[src/rtl/max_pool_1d_stream_if.sv]
// max_pool_1d_stream_if
//   Bundles the streaming handshake of max_pool_1d_stream: the input sample
//   channel (valid_in/ready_in/input_data/last_in), the output channel
//   (valid_out/ready_out/output_data/last_out/idx_out) and the tail_drop pulse.
//   Modports:
//     slave  - pooling block view (consumes samples, produces window maxima)
//     master - surrounding pipeline view (produces samples, consumes maxima)
//   Build option: MAX_POOL_ARGMAX_EN adds the IDX_W parameter and idx_out.
interface max_pool_1d_stream_if #(
  parameter int DATA_W = 32
`ifdef MAX_POOL_ARGMAX_EN
  , parameter int IDX_W = 16
`endif
);
  logic              valid_in;
  logic              ready_in;
  logic [DATA_W-1:0] input_data;
  logic              last_in;
  logic              valid_out;
  logic              ready_out;
  logic [DATA_W-1:0] output_data;
  logic              last_out;
  logic              tail_drop;
`ifdef MAX_POOL_ARGMAX_EN
  logic [IDX_W-1:0]  idx_out;
`endif

  modport slave (
    input  valid_in, input_data, last_in, ready_out,
    output ready_in, valid_out, output_data, last_out, tail_drop
`ifdef MAX_POOL_ARGMAX_EN
    , output idx_out
`endif
  );

  modport master (
    output valid_in, input_data, last_in, ready_out,
    input  ready_in, valid_out, output_data, last_out, tail_drop
`ifdef MAX_POOL_ARGMAX_EN
    , input idx_out
`endif
  );
endinterface

[src/rtl/max_pool_1d_stream.sv]
// max_pool_1d_stream
//   Streaming 1-D max pooling over framed sequences (window KERNEL, step
//   STRIDE, no padding). One sample per cycle in, one maximum per completed
//   window out, with a single registered output stage and backpressure.
//   Ports:
//     clk    - clock
//     rst_n  - asynchronous active-low reset
//     bus    - max_pool_1d_stream_if.slave: valid_in/ready_in/input_data/
//              last_in in, valid_out/ready_out/output_data/last_out out,
//              tail_drop pulse, idx_out (argmax build only)
//   Build option: define MAX_POOL_ARGMAX_EN to keep a position per window slot
//   and report the in-sequence position of the selected maximum on idx_out.
module max_pool_1d_stream #(
  parameter int DATA_W = 32,
  parameter int KERNEL = 4,
  parameter int STRIDE = 2,
  parameter int SIGNED = 1,
  parameter int IDX_W  = 16
) (
  input logic                clk,
  input logic                rst_n,
  max_pool_1d_stream_if.slave bus
);

  // The incoming sample is the newest window member, so only KERNEL-1
  // previous samples need storage.
  localparam int DEPTH  = (KERNEL > 1) ? KERNEL - 1 : 1;
  localparam int FILL_W = $clog2(KERNEL + 1);
  localparam int PH_W   = (STRIDE > 1) ? $clog2(STRIDE) : 1;

  function automatic logic greater(input logic [DATA_W-1:0] a,
                                   input logic [DATA_W-1:0] b);
    logic signed [DATA_W-1:0] sa;
    logic signed [DATA_W-1:0] sb;
    sa = a;
    sb = b;
    if (SIGNED != 0) return sa > sb;
    else             return a > b;
  endfunction

  logic [DATA_W-1:0] win_p0 [DEPTH];
`ifdef MAX_POOL_ARGMAX_EN
  logic [IDX_W-1:0]  wpos_p0 [DEPTH];
  logic [IDX_W-1:0]  best_idx_p0;
  logic [IDX_W-1:0]  idx_p1;
`endif
  logic [FILL_W-1:0] fill_p0;
  logic [PH_W-1:0]   phase_p0;
  logic [IDX_W-1:0]  pos_p0;

  logic              accept_p0;
  logic              eligible_p0;
  logic              complete_p0;
  logic [DATA_W-1:0] best_p0;

  logic              vld_p1;
  logic [DATA_W-1:0] data_p1;
  logic              last_p1;
  logic              tail_p1;

  // ---- stage p0: accept, window scan, completion decision ----
  assign bus.ready_in = !vld_p1 || bus.ready_out;
  assign accept_p0    = bus.valid_in && bus.ready_in;
  assign eligible_p0  = fill_p0 >= FILL_W'(KERNEL - 1);
  assign complete_p0  = eligible_p0 && (phase_p0 == '0);

  // Scan newest to oldest; an older sample replaces the current best on a
  // tie, so ties resolve to the earliest position.
  always_comb begin
    best_p0 = bus.input_data;
`ifdef MAX_POOL_ARGMAX_EN
    best_idx_p0 = pos_p0;
`endif
    for (int i = 0; i < KERNEL - 1; i++) begin
      if (!greater(best_p0, win_p0[i])) begin
        best_p0 = win_p0[i];
`ifdef MAX_POOL_ARGMAX_EN
        best_idx_p0 = wpos_p0[i];
`endif
      end
    end
  end

  always_ff @(posedge clk) begin
    if (accept_p0) begin
      win_p0[0] <= bus.input_data;
      for (int i = 1; i < DEPTH; i++) win_p0[i] <= win_p0[i-1];
`ifdef MAX_POOL_ARGMAX_EN
      wpos_p0[0] <= pos_p0;
      for (int i = 1; i < DEPTH; i++) wpos_p0[i] <= wpos_p0[i-1];
`endif
    end
  end

  // ---- stage p1: output register, framing counters ----
  always_ff @(posedge clk or negedge rst_n) begin
    if (!rst_n) begin
      fill_p0  <= '0;
      phase_p0 <= '0;
      pos_p0   <= '0;
      vld_p1   <= 1'b0;
      data_p1  <= '0;
      last_p1  <= 1'b0;
      tail_p1  <= 1'b0;
`ifdef MAX_POOL_ARGMAX_EN
      idx_p1   <= '0;
`endif
    end else begin
      tail_p1 <= accept_p0 && bus.last_in && !complete_p0;

      // A new result can only load when ready_in was high, i.e. the held
      // result (if any) is leaving in this same cycle.
      if (accept_p0 && complete_p0) begin
        vld_p1  <= 1'b1;
        data_p1 <= best_p0;
        last_p1 <= bus.last_in;
`ifdef MAX_POOL_ARGMAX_EN
        idx_p1  <= best_idx_p0;
`endif
      end else if (bus.ready_out) begin
        vld_p1 <= 1'b0;
      end

      if (accept_p0) begin
        if (bus.last_in) begin
          fill_p0  <= '0;
          phase_p0 <= '0;
          pos_p0   <= '0;
        end else begin
          if (fill_p0 != FILL_W'(KERNEL)) fill_p0 <= fill_p0 + 1'b1;
          // Phase only advances once windows can complete; it marks the
          // stride offset without needing a modulo.
          if (eligible_p0)
            phase_p0 <= (phase_p0 == PH_W'(STRIDE - 1)) ? '0 : phase_p0 + 1'b1;
          pos_p0 <= pos_p0 + 1'b1;
        end
      end
    end
  end

  assign bus.valid_out   = vld_p1;
  assign bus.output_data = data_p1;
  assign bus.last_out    = last_p1;
  assign bus.tail_drop   = tail_p1;
`ifdef MAX_POOL_ARGMAX_EN
  assign bus.idx_out     = idx_p1;
`endif

endmodule
[src/flat_wrapper.sv]
// flat-port wrapper written by rule: the top's interface ports become plain ports
module max_pool_1d_stream_flat 
#(
  parameter int DATA_W = 32,
  parameter int KERNEL = 4,
  parameter int STRIDE = 2,
  parameter int SIGNED = 1,
  parameter int IDX_W  = 16
)
  (clk, rst_n, bus_valid_in, bus_input_data, bus_last_in, bus_ready_out, bus_ready_in, bus_valid_out, bus_output_data, bus_last_out, bus_tail_drop);
  max_pool_1d_stream_if #(.DATA_W(DATA_W)) bus_i ();
  input logic clk;
  input logic rst_n;
  input wire logic [$bits(bus_i.valid_in)-1:0] bus_valid_in;
  input wire logic [$bits(bus_i.input_data)-1:0] bus_input_data;
  input wire logic [$bits(bus_i.last_in)-1:0] bus_last_in;
  input wire logic [$bits(bus_i.ready_out)-1:0] bus_ready_out;
  output wire logic [$bits(bus_i.ready_in)-1:0] bus_ready_in;
  output wire logic [$bits(bus_i.valid_out)-1:0] bus_valid_out;
  output wire logic [$bits(bus_i.output_data)-1:0] bus_output_data;
  output wire logic [$bits(bus_i.last_out)-1:0] bus_last_out;
  output wire logic [$bits(bus_i.tail_drop)-1:0] bus_tail_drop;
  assign bus_i.valid_in = bus_valid_in;
  assign bus_i.input_data = bus_input_data;
  assign bus_i.last_in = bus_last_in;
  assign bus_i.ready_out = bus_ready_out;
  assign bus_ready_in = bus_i.ready_in;
  assign bus_valid_out = bus_i.valid_out;
  assign bus_output_data = bus_i.output_data;
  assign bus_last_out = bus_i.last_out;
  assign bus_tail_drop = bus_i.tail_drop;
  max_pool_1d_stream #(.DATA_W(DATA_W), .KERNEL(KERNEL), .STRIDE(STRIDE), .SIGNED(SIGNED), .IDX_W(IDX_W)) u_core (.clk(clk), .rst_n(rst_n), .bus(bus_i));
endmodule
[config.mk]
export PLATFORM = sky130hd
export DESIGN_NAME = max_pool_1d_stream_flat
export DESIGN_NICKNAME = d
export VERILOG_FILES = /design/src/rtl/max_pool_1d_stream_if.sv /design/src/rtl/max_pool_1d_stream.sv /design/src/flat_wrapper.sv
export SDC_FILE = /design/constraint.sdc
export NUM_CORES = 1
export LEC_CHECK = 0
export CAP_MARGIN = 5
export CORE_MARGIN = 1
export CORE_UTILIZATION = 55
export CTS_CLUSTER_DIAMETER = 150
export CTS_CLUSTER_SIZE = 30
export DETAILED_ROUTE_END_ITERATION = 12
export PLACE_DENSITY = 0.79
export RECOVER_POWER = 100
export SYNTH_ARGS = -nofsm -noshare
export SYNTH_HDL_FRONTEND = slang
export SYNTH_SLANG_ARGS = --single-unit
export TNS_END_PERCENT = 5
[constraint.sdc]
create_clock -name clk -period 16.7 [get_ports clk]
set_input_delay 1.67 -clock clk [delete_from_list [all_inputs] [get_ports clk]]
set_output_delay 1.67 -clock clk [all_outputs]
set_load 0.02 [all_outputs]
### Word-level counts from Yosys, hierarchy flattened

Memory sizes are Yosys's and may differ from the RTL's.
Cells that the tools add are included.
Widths: inputs -> output; s select.

| operators by class | value |
|---|---|
| eq/ne operators | 1 |
| order comparisons | 4 |
| muxes and demuxes | 12 |
| add/sub/neg operators | 2 |
| bitwise gates (word level) | 1 |
| reduce and logical (&&, ||, !) cells | 13 |

Operators with widths:

| operator | number |
|---|---|
| $gt 32x32->1 | 3 |
| $mux 32 | 3 |
| $mux 1 | 7 |
| $mux 3 | 2 |
| $reduce_bool 2->1 | 3 |
| $logic_and 1x1->1 | 5 |
| $reduce_and 2->1 | 2 |
| $add 3x1->3 const B | 1 |
| $ge 3x2->1 const B | 1 |
| $ne 3x3->1 const B | 1 |
| $logic_not 1->1 | 2 |
| $add 1x1->1 const B | 1 |
| $logic_or 1x1->1 | 1 |
| $not 1->1 | 1 |

| word-level totals | value |
|---|---|
| bits in registers | 39 |
| bits in writable memories | 96 |
| memories | 1 |
| bits of input ports | 37 |
| word-level logic and storage cells | 40 |

Memories:

| memory | words | bits a word | rd ports | clocked after memory_dff | write ports | line | RTL |
|---|---|---|---|---|---|---|---|
| u_core.win_p0 | 3 | 32 | 3 | 0 | 3 | max_pool_1d_stream.sv:41 | `logic [DATA_W-1:0] win_p0 [DEPTH];` |

### Logic depth before layout (Yosys ltp)

Gate-level depths: netlist (run 1).

| logic depth | value |
|---|---|
| depth after elaboration | 6 |
| mapped depth | 35 |
| depth with buffers taken out | 28 |

### Least setup slack after synthesis (run 1)

OpenSTA, ideal clock, no wires.

| timing | value |
|---|---|
| path type | input -> register |
| from | in bus_input_data[7] |
| to | reg u_core.data_p1[22], in the netlist u_core.bus.output_data[22] |
| buffers on the path | 6 |
| setup time | 0.076 ns |
| stages on the path | 31 |
| arrival time | 7.739 ns |
| data required time | 16.624 ns |
| setup slack | 8.884 ns |
| cells stage by stage | ha_1 a21oi_1 o21ai_0 a221o_1 o31ai_2 and3_1 buf_2 buf_2 buf_2 a21oi_1 ha_1 nand4_2 nor4_2 or2b_1 o41ai_2 a211oi_2 clkbuf_2 o21ai_0 a221oi_1 nor2_1 ha_1 a21oi_1 o21a_1 o21ai_0 a211o_1 a211oi_1 mux2_4 buf_6 buf_6 or3_1 o21ai_1 |

| on the way | value |
|---|---|
| longest elaborated chain between the ends | 6 |

Ends and longest elaborated chain:

| what | line | RTL |
|---|---|---|
| start: declaration | flat_wrapper.sv:15 | `input wire logic [$bits(bus_i.input_data)-1:0] bus_input_data;` |
| $gt 32x32->1 | max_pool_1d_stream.sv:37 | `if (SIGNED != 0) return sa > sb;` |
| $mux 32 (*) | max_pool_1d_stream.sv:75 | `if (!greater(best_p0, win_p0[i])) begin` |
| $gt 32x32->1 | max_pool_1d_stream.sv:37 |  |
| $mux 32 (*) | max_pool_1d_stream.sv:75 |  |
| $gt 32x32->1 | max_pool_1d_stream.sv:37 |  |
| $mux 32 (*) | max_pool_1d_stream.sv:75 |  |
| end signal: assignment | max_pool_1d_stream.sv:115 | `data_p1 <= best_p0;` |
| end: declaration | max_pool_1d_stream.sv:57 | `logic [DATA_W-1:0] data_p1;` |

Every way passes the cells marked *; elsewhere a longest branch is shown, timed or not.
A chain may end at the register's enable or synchronous reset.

### Final worst setup path (run 1)

| timing | value |
|---|---|
| from | in bus_input_data[31] |
| to | reg u_core.data_p1[14], in the netlist u_core.bus.output_data[14] |

The elaborated chain is that of the path after synthesis.

==> metrics.yaml, run 1 <==
cts.root.buffer_cell: "sky130_fd_sc_hd__clkbuf_16"
drcViolationCount: 0
antenna_found_initial: 1
drive_gt1_share_pct: 5.94
finalWirelength_um: 22000
leakagePower_nw: 4.28
setup_viol_count_final: 0
critical-path-slowest-cell: "sky130_fd_sc_hd__mux2_1"
chipWidth_um: 129
cts_tree: "done"
detailroute.via_count: 7343
hold_path_depth: 2
layout_worst_path_cycle_share_pct: 76.0
die_height_um: 129
post_cts.repair.setup_buffers: 0
timing.critical_path.max_delay_family: "compound AO/OA/AOI/OAI gates"
core_region_area_um2: 15400
relative_max_transition_margin_pct: -195
grt_overflow: 0
timing.critical_path.required_ps: 16980
netlist_area_um2: 8830
initial_core_utilization_pct: 57.2
detail_route.first_pass.iterations: 5
grt.total_usage_pct: 27.8
rsz0062_at_grt: "false"
seq_power_share_pct: 29.7
power_density_nw_per_um2: 162
total_placed_instance_area_um2: 9680
timing_worst_setup_path_type: "input pin to register"
critPathBufInv: 3
post_drt_wl_per_cell_um: 18.8
rr_endpoint: "u_core.bus.output_data[14]$_DFFE_PN0P_"
crit_start: "bus_input_data[31]"
finalCriticalPeriod_ps: 12700
avgViaCountPerCell: 6.27
drv_slew: 249
cp-end-kind: "register"
timing.rr.start: "u_core.win_p0[0][31]$_DFFE_PP_"
cts-buffers-inserted: 17
post_cts_hold_buffer_count: 0
path_depth: 30
power.clock.fraction_pct: 21.8
timing.critical_path.slowest_cell_delay_ps: 1720
clock_insertion_delay_worst_skew_ps: 430
worst_setup_hold_path_clk_slew_ps: 60
routabilityCongestion: 0.930
timing.hold.worst.class: "register to register"
ys.warnings.count: 0
ctsHtreeMaxLevel: 4
synth_cell_types: 64
floorplan.die_area_um2: 16600
cts-resized-gates: 0
grt_pass1_vias: 6737
cp_data_arrival_time_ps: 12980
io_pins: 73
timing.clock.skew_ps: 5.44
top_usage_layer: "met2"
clock_sink_count: 135
seq_area_frac_synth_pct: 43.7
worst_ir_drop_vdd_uv: 100
run_status: "finished, violations left"
swShare_pct: 41.5
reg2reg_setup_slack_ps: 5370
cell_internal_pwr_mw: 0.968
worst_setup_path_start_kind: "input pin"
portBuffers: 72
floorplan.rows: 45
p_comb_share_pct: 48.6
crit_fanout: 64
max_slew.worst_pin.slew_ps: 4420
setup_total_negative_slack_ps: 0
synthesis.nets: 1025
worst_r2r_path_depth: 30
hold_start: "u_core.bus.last_out$_DFFE_PN0P_"
grt_pass1_wl_um: 35100
nets: 1084
grt_use_met1_pct: 40.2
async_set_or_reset_register_ratio_after_synthesis_pct: 28.9
grt_max_degree: 79
met2_usage_pct: 40.8
ys_ff_latch: 135
power.net_switching_mw: 0.686
synthFlopType: "sky130_fd_sc_hd__edfxtp_1"
detail_route.iter0.violations: 705
clock_tree.buffer_depth: 2
dp.final_hpwl_um: 15200
number_of_enable_type_register_cells_in_the_synthesized_netlist: 96
design_area_um2: 10200
synthesis.instances: 889
maxClockFrequency_mhz: 78.8
synthesis.area_per_instance_um2: 9.93
globalRouteMet3Util_pct: 5.53
worst_path_most_repeated_cell: "sky130_fd_sc_hd__ha_1"
timing.final.hold_violations: 0
route.antenna.remaining_nets: 0
number_of_max_cap_violations: 4
failing_checks: "max-capacitance violations, max-slew violations"
min_delay_worst_endpoint: "u_core.bus.last_out$_DFFE_PN0P_"
layout-area-overhead-vs-synth_pct: 15.5
[Yosys cell counts, drive strengths merged, types with 2 or more instances]
master | instances | area, um^2
a21oi | 77 | 385
nand2 | 72 | 270
buf | 20 | 126
and3 | 2 | 12.5
edfxtp | 96 | 2880
and2 | 3 | 18.8
o31ai | 3 | 27.5
nor2b | 16 | 100
clkbuf | 22 | 83.8
a21boi | 22 | 169
o21a | 4 | 30.0
ha | 99 | 1240
a211oi | 8 | 65.1
or3 | 11 | 68.8
a31oi | 31 | 194
nand2b | 2 | 12.5
inv | 100 | 375
dfrtp | 39 | 976
o32ai | 2 | 25.0
o211ai | 4 | 30.0
o21ai | 45 | 225
mux2 | 3 | 37.5
a211o | 3 | 26.3
a221oi | 14 | 148
nor3 | 5 | 25.0
nor2 | 52 | 195
a21o | 6 | 45.0
nor3b | 23 | 173
nand4 | 21 | 144
a22oi | 13 | 97.6
o22ai | 19 | 119
o221ai | 20 | 238
nor4 | 7 | 62.6
and4 | 2 | 17.5
nand3 | 10 | 50.1
[layer usage]
metal  up-vias  wire length [um]
met5         -                 0
met4         0               586
met3        47              1770
met2       334              9570
met1      3500             10100
li1       3462                 -
[worst max-delay path by stage]
stage	endpoint	slack (ps)
global placement	u_core.bus.output_data[26]$_DFFE_PN0P_	6670
finish	u_core.bus.output_data[14]$_DFFE_PN0P_	4000
floorplan	u_core.bus.output_data[22]$_DFFE_PN0P_	8880
global route	u_core.bus.output_data[5]$_DFFE_PN0P_	3120
CTS	u_core.bus.output_data[3]$_DFFE_PN0P_	6800
detailed placement	u_core.bus.output_data[24]$_DFFE_PN0P_	6450
[layout make-up]
class | count | area (um^2)
Fill cell | 1225 | 5230
Multi-Input combinational cell | 612 | 4370
Sequential cell | 135 | 3860
Timing Repair Buffer | 82 | 771
Clock buffer | 27 | 513
Inverter | 100 | 377
Tap cell | 211 | 264
Clock inverter | 4 | 43.8
Antenna cell | 1 | 2.50
[power groups by stage]
stage	Sequential, mW	Clock (mW)	Combinational [mW]
6_report	0.491	0.360	0.803
5_1_grt	0.499	0.374	0.889
4_1_cts	0.489	0.361	0.825
3_5_place_dp	0.494	0	0.814
2_1_floorplan	0.533	0	0.534
3_3_place_gp	0.493	0	0.800
[cell families after synthesis]
family | Yosys count | synth area share, %
buf+inv | 142 | 6.63
flops | 135 | 43.7
compound gates | 279 | 21.6
mux | 3 | 0.425
fa+ha+maj | 99 | 14.0
xor+xnor | 1 | 0.184
simple gates | 230 | 13.4
[flip-flops by register name (all words and copies together) (netlist names)]
name,count
u_core.bus.tail_drop,1
u_core.win_p0,96
u_core.bus.valid_out,1
u_core.bus.output_data,32
u_core.phase_p0,1
u_core.fill_p0,3
u_core.bus.last_out,1
[layout by cell type, fill, tap and decap left out, drive strengths merged, types with 11 or more instances in the layout]
| master | n |
|---|---|
| nor3b | 23 |
| a22oi | 13 |
| o221ai | 20 |
| or3 | 11 |
| o21ai | 45 |
| nand2 | 72 |
| a221oi | 14 |
| dlygate4sd3 | 69 |
| nand4 | 21 |
| a31oi | 31 |
| inv | 99 |
| dfrtp | 39 |
| clkbuf | 33 |
| a21oi | 77 |
| nor2 | 52 |
| edfxtp | 96 |
| o22ai | 19 |
| ha | 99 |
| nor2b | 16 |
| a21boi | 22 |
[stage by stage]
| stage | utilization [%] | std cells | hold WS [ps] | setup slack [ps] | power, mW |
|---|---|---|---|---|---|
| floorplan | - | 889 | 450 | 8880 | 1.07 |
| global placement | 62.7 | 1140 | 460 | 6670 | 1.29 |
| detailed placement | 62.7 | 1140 | 468 | 6450 | 1.31 |
| CTS | 66.4 | 1171 | 477 | 6800 | 1.68 |
| global route | 66.1 | 1171 | 497 | 3120 | 1.76 |
| finish | 66.1 | 1172 | 476 | 4000 | 1.65 |
[tightest hold or removal path: stages (launching register included)]
cell and delay [ps]:
sky130_fd_sc_hd__dfrtp_1 340, sky130_fd_sc_hd__nand2_1 50, sky130_fd_sc_hd__nand2_1 60
Power figures use the tool's default switching activity.
==> run 2, diff against run 1 <==
Settings changed: CORE_UTILIZATION 55 to 54, PLACE_DENSITY 0.79 to 0.81.
Clock period 16.7 ns to 11.15 ns, I/O delays scaled along.
==> run 2 against run 1 <==
  * The run still ends with max-capacitance violations, max-slew violations left
  * Global-route usage decreased by 0.57 points
  * Combinational power rose by 49%
  * Setup slack got worse by 2800 ps
  * Sequential share of layout area shrank 0.34 points
  * Worst hold slack worse by 6.1 ps
  * Cell count grew 0.43%
==> metrics.yaml, run 2 (synthesis results as in run 1) <==
timing.hold.worst.class: "register to register"
design_area_um2: 10300
floorplan.rows: 46
cts.root.buffer_cell: "sky130_fd_sc_hd__clkbuf_16"
cts-buffers-inserted: 17
max_slew.worst_pin.slew_ps: 3460
num-fill-cells: 1255
final_cell_count_no_fill: 1177
total_placed_instance_area_um2: 9690
clock_tree.buffer_depth: 2
io_pins: 73
hold-worst-slack_ps: 470
path_depth: 30
worst_ir_drop_vdd_uv: 189
clock_sink_count: 135
route.antenna.remaining_nets: 0
grt_use_met1_pct: 38.0
grt_pass1_wl_um: 34900
timing.clock.skew_ps: 7.94
timing_worst_setup_path_type: "input pin to register"
leakagePower_nw: 4.32
detailroute.via_count: 7308
timing.rr.start: "u_core.win_p0[0][31]$_DFFE_PP_"
cts_tree: "done"
rr_endpoint: "u_core.bus.output_data[0]$_DFFE_PN0P_"
globalRouteMet3Util_pct: 5.08
initial_core_utilization_pct: 55.4
layout_worst_path_cycle_share_pct: 89.0
crit_start: "bus_input_data[31]"
ctsHtreeMaxLevel: 4
floorplan.die_area_um2: 16900
chipWidth_um: 130
antenna_found_initial: 0
avgViaCountPerCell: 6.21
power_density_nw_per_um2: 248
worst_setup_path_start_kind: "input pin"
routabilityCongestion: 0.888
antenna-diode-count: 0
grt_overflow: 0
failing_checks: "max-capacitance violations, max-slew violations"
drcViolationCount: 0
largest_register_ff_count: 96
grt.total_usage_pct: 27.3
timing.critical_path.required_ps: 11390
relative_max_transition_margin_pct: -131
setup_viol_count_final: 0
die_height_um: 130
cp-end-kind: "register"
critPathBufInv: 3
setup_total_negative_slack_ps: 0
detail_route.first_pass.iterations: 5
nets: 1084
number_of_max_cap_violations: 5
crit_fanout: 64
clock_insertion_delay_worst_skew_ps: 430
drive_gt1_share_pct: 6.66
top_usage_layer: "met2"
setup.worst_path.end: "u_core.bus.output_data[0]$_DFFE_PN0P_"
cp_data_arrival_time_ps: 10170
critical-path-slowest-cell: "sky130_fd_sc_hd__o32a_1"
worst_r2r_path_depth: 30
drv_slew: 242
core_region_area_um2: 15900
layout-area-overhead-vs-synth_pct: 16.6
dp.final_hpwl_um: 14900
post_cts_hold_buffer_count: 0
register_containing_the_most_flip_flops_in_the_final_layout: "u_core.win_p0"
post_cts.repair.setup_buffers: 0
met2_usage_pct: 42.3
finalWirelength_um: 21800
reg2reg_setup_slack_ps: 2050
placed_cells: 1145
rsz0062_at_grt: "false"
post_drt_wl_per_cell_um: 18.6
timing.critical_path.max_delay_family: "compound AO/OA/AOI/OAI gates"
maxClockFrequency_mhz: 101
finalCriticalPeriod_ps: 9930
grt_pass1_vias: 6851
timing.final.hold_violations: 0
cts-resized-gates: 0
run_status: "finished, violations left"
worst_setup_hold_path_clk_slew_ps: 60
layout.cells.most_common_list: "sky130_fd_sc_hd__inv_1 (99), sky130_fd_sc_hd__ha_1 (99), sky130_fd_sc_hd__edfxtp_1 (96)"
timing.critical_path.slowest_cell_delay_ps: 960
detail_route.iter0.violations: 758
portBuffers: 72
grt_max_degree: 65
## run 2: cell count changes in the layout (fill, tap and decap cells not counted), moves of 2 or more
cell	change
sky130_fd_sc_hd__bufinv_16	+3
sky130_fd_sc_hd__a21boi_1	+2
sky130_fd_sc_hd__clkbuf_1	-5
sky130_fd_sc_hd__a21boi_0	-2
sky130_fd_sc_hd__buf_4	+2
sky130_fd_sc_hd__inv_6	+2
sky130_fd_sc_hd__clkbuf_8	-2
sky130_fd_sc_hd__clkinvlp_4	+2
## run 2: worst min path at each step
stage	from	end	slack, ps	depth (start not counted)
after global routing	u_core.win_p0[0][62]$_DFFE_PP_	u_core.win_p0[0][94]$_DFFE_PP_	500	0
after CTS	u_core.bus.output_data[0]$_DFFE_PN0P_	u_core.bus.output_data[0]$_DFFE_PN0P_	480	2
after global placement	u_core.win_p0[0][34]$_DFFE_PP_	u_core.win_p0[0][66]$_DFFE_PP_	460	0
after detailed placement	u_core.win_p0[0][37]$_DFFE_PP_	u_core.win_p0[0][69]$_DFFE_PP_	470	0
final	u_core.bus.output_data[0]$_DFFE_PN0P_	u_core.bus.output_data[0]$_DFFE_PN0P_	470	2
after floorplan	u_core.win_p0[0][33]$_DFFE_PP_	u_core.win_p0[0][65]$_DFFE_PP_	450	0
## run 2: routing by layer
metal	vias up	wire [um]
li1	3459	-
met1	3461	9640
met2	347	9810
met3	41	1900
met4	0	495
met5	-	0
## run 2: worst min-delay path, delay by kind of cell (launching register included)
kind | cells | cell delay, ps
flops | 1 | 340
simple gates | 1 | 50
compound gates | 1 | 50
## run 2: area by class of cell
class	instances	area, um^2	area share [%]
clock buffers	22	474	4.61
multi-input cells	612	4360	42.4
inverters	100	377	3.66
well taps	216	270	2.63
repair buffers	82	778	7.57
flip-flops and latches	135	3860	37.5
clock inverters	10	166	1.62
## run 2: where the power goes
group          internal (mW)  switching, mW  total, mW
Clock                  0.393          0.222      0.615
Sequential             0.665         0.0671      0.732
Combinational          0.456          0.749       1.20
## run 2: metrics by stage
step | util (%) | setup slack, ps | power (mW)
final | 64.5 | 1220 | 2.55
after global routing | 64.5 | 578 | 2.72
after CTS | 64.8 | 1730 | 2.58
after detailed placement | 60.8 | 1270 | 1.95
after global placement | 60.8 | 1510 | 1.92
after floorplan | - | 3890 | 1.60
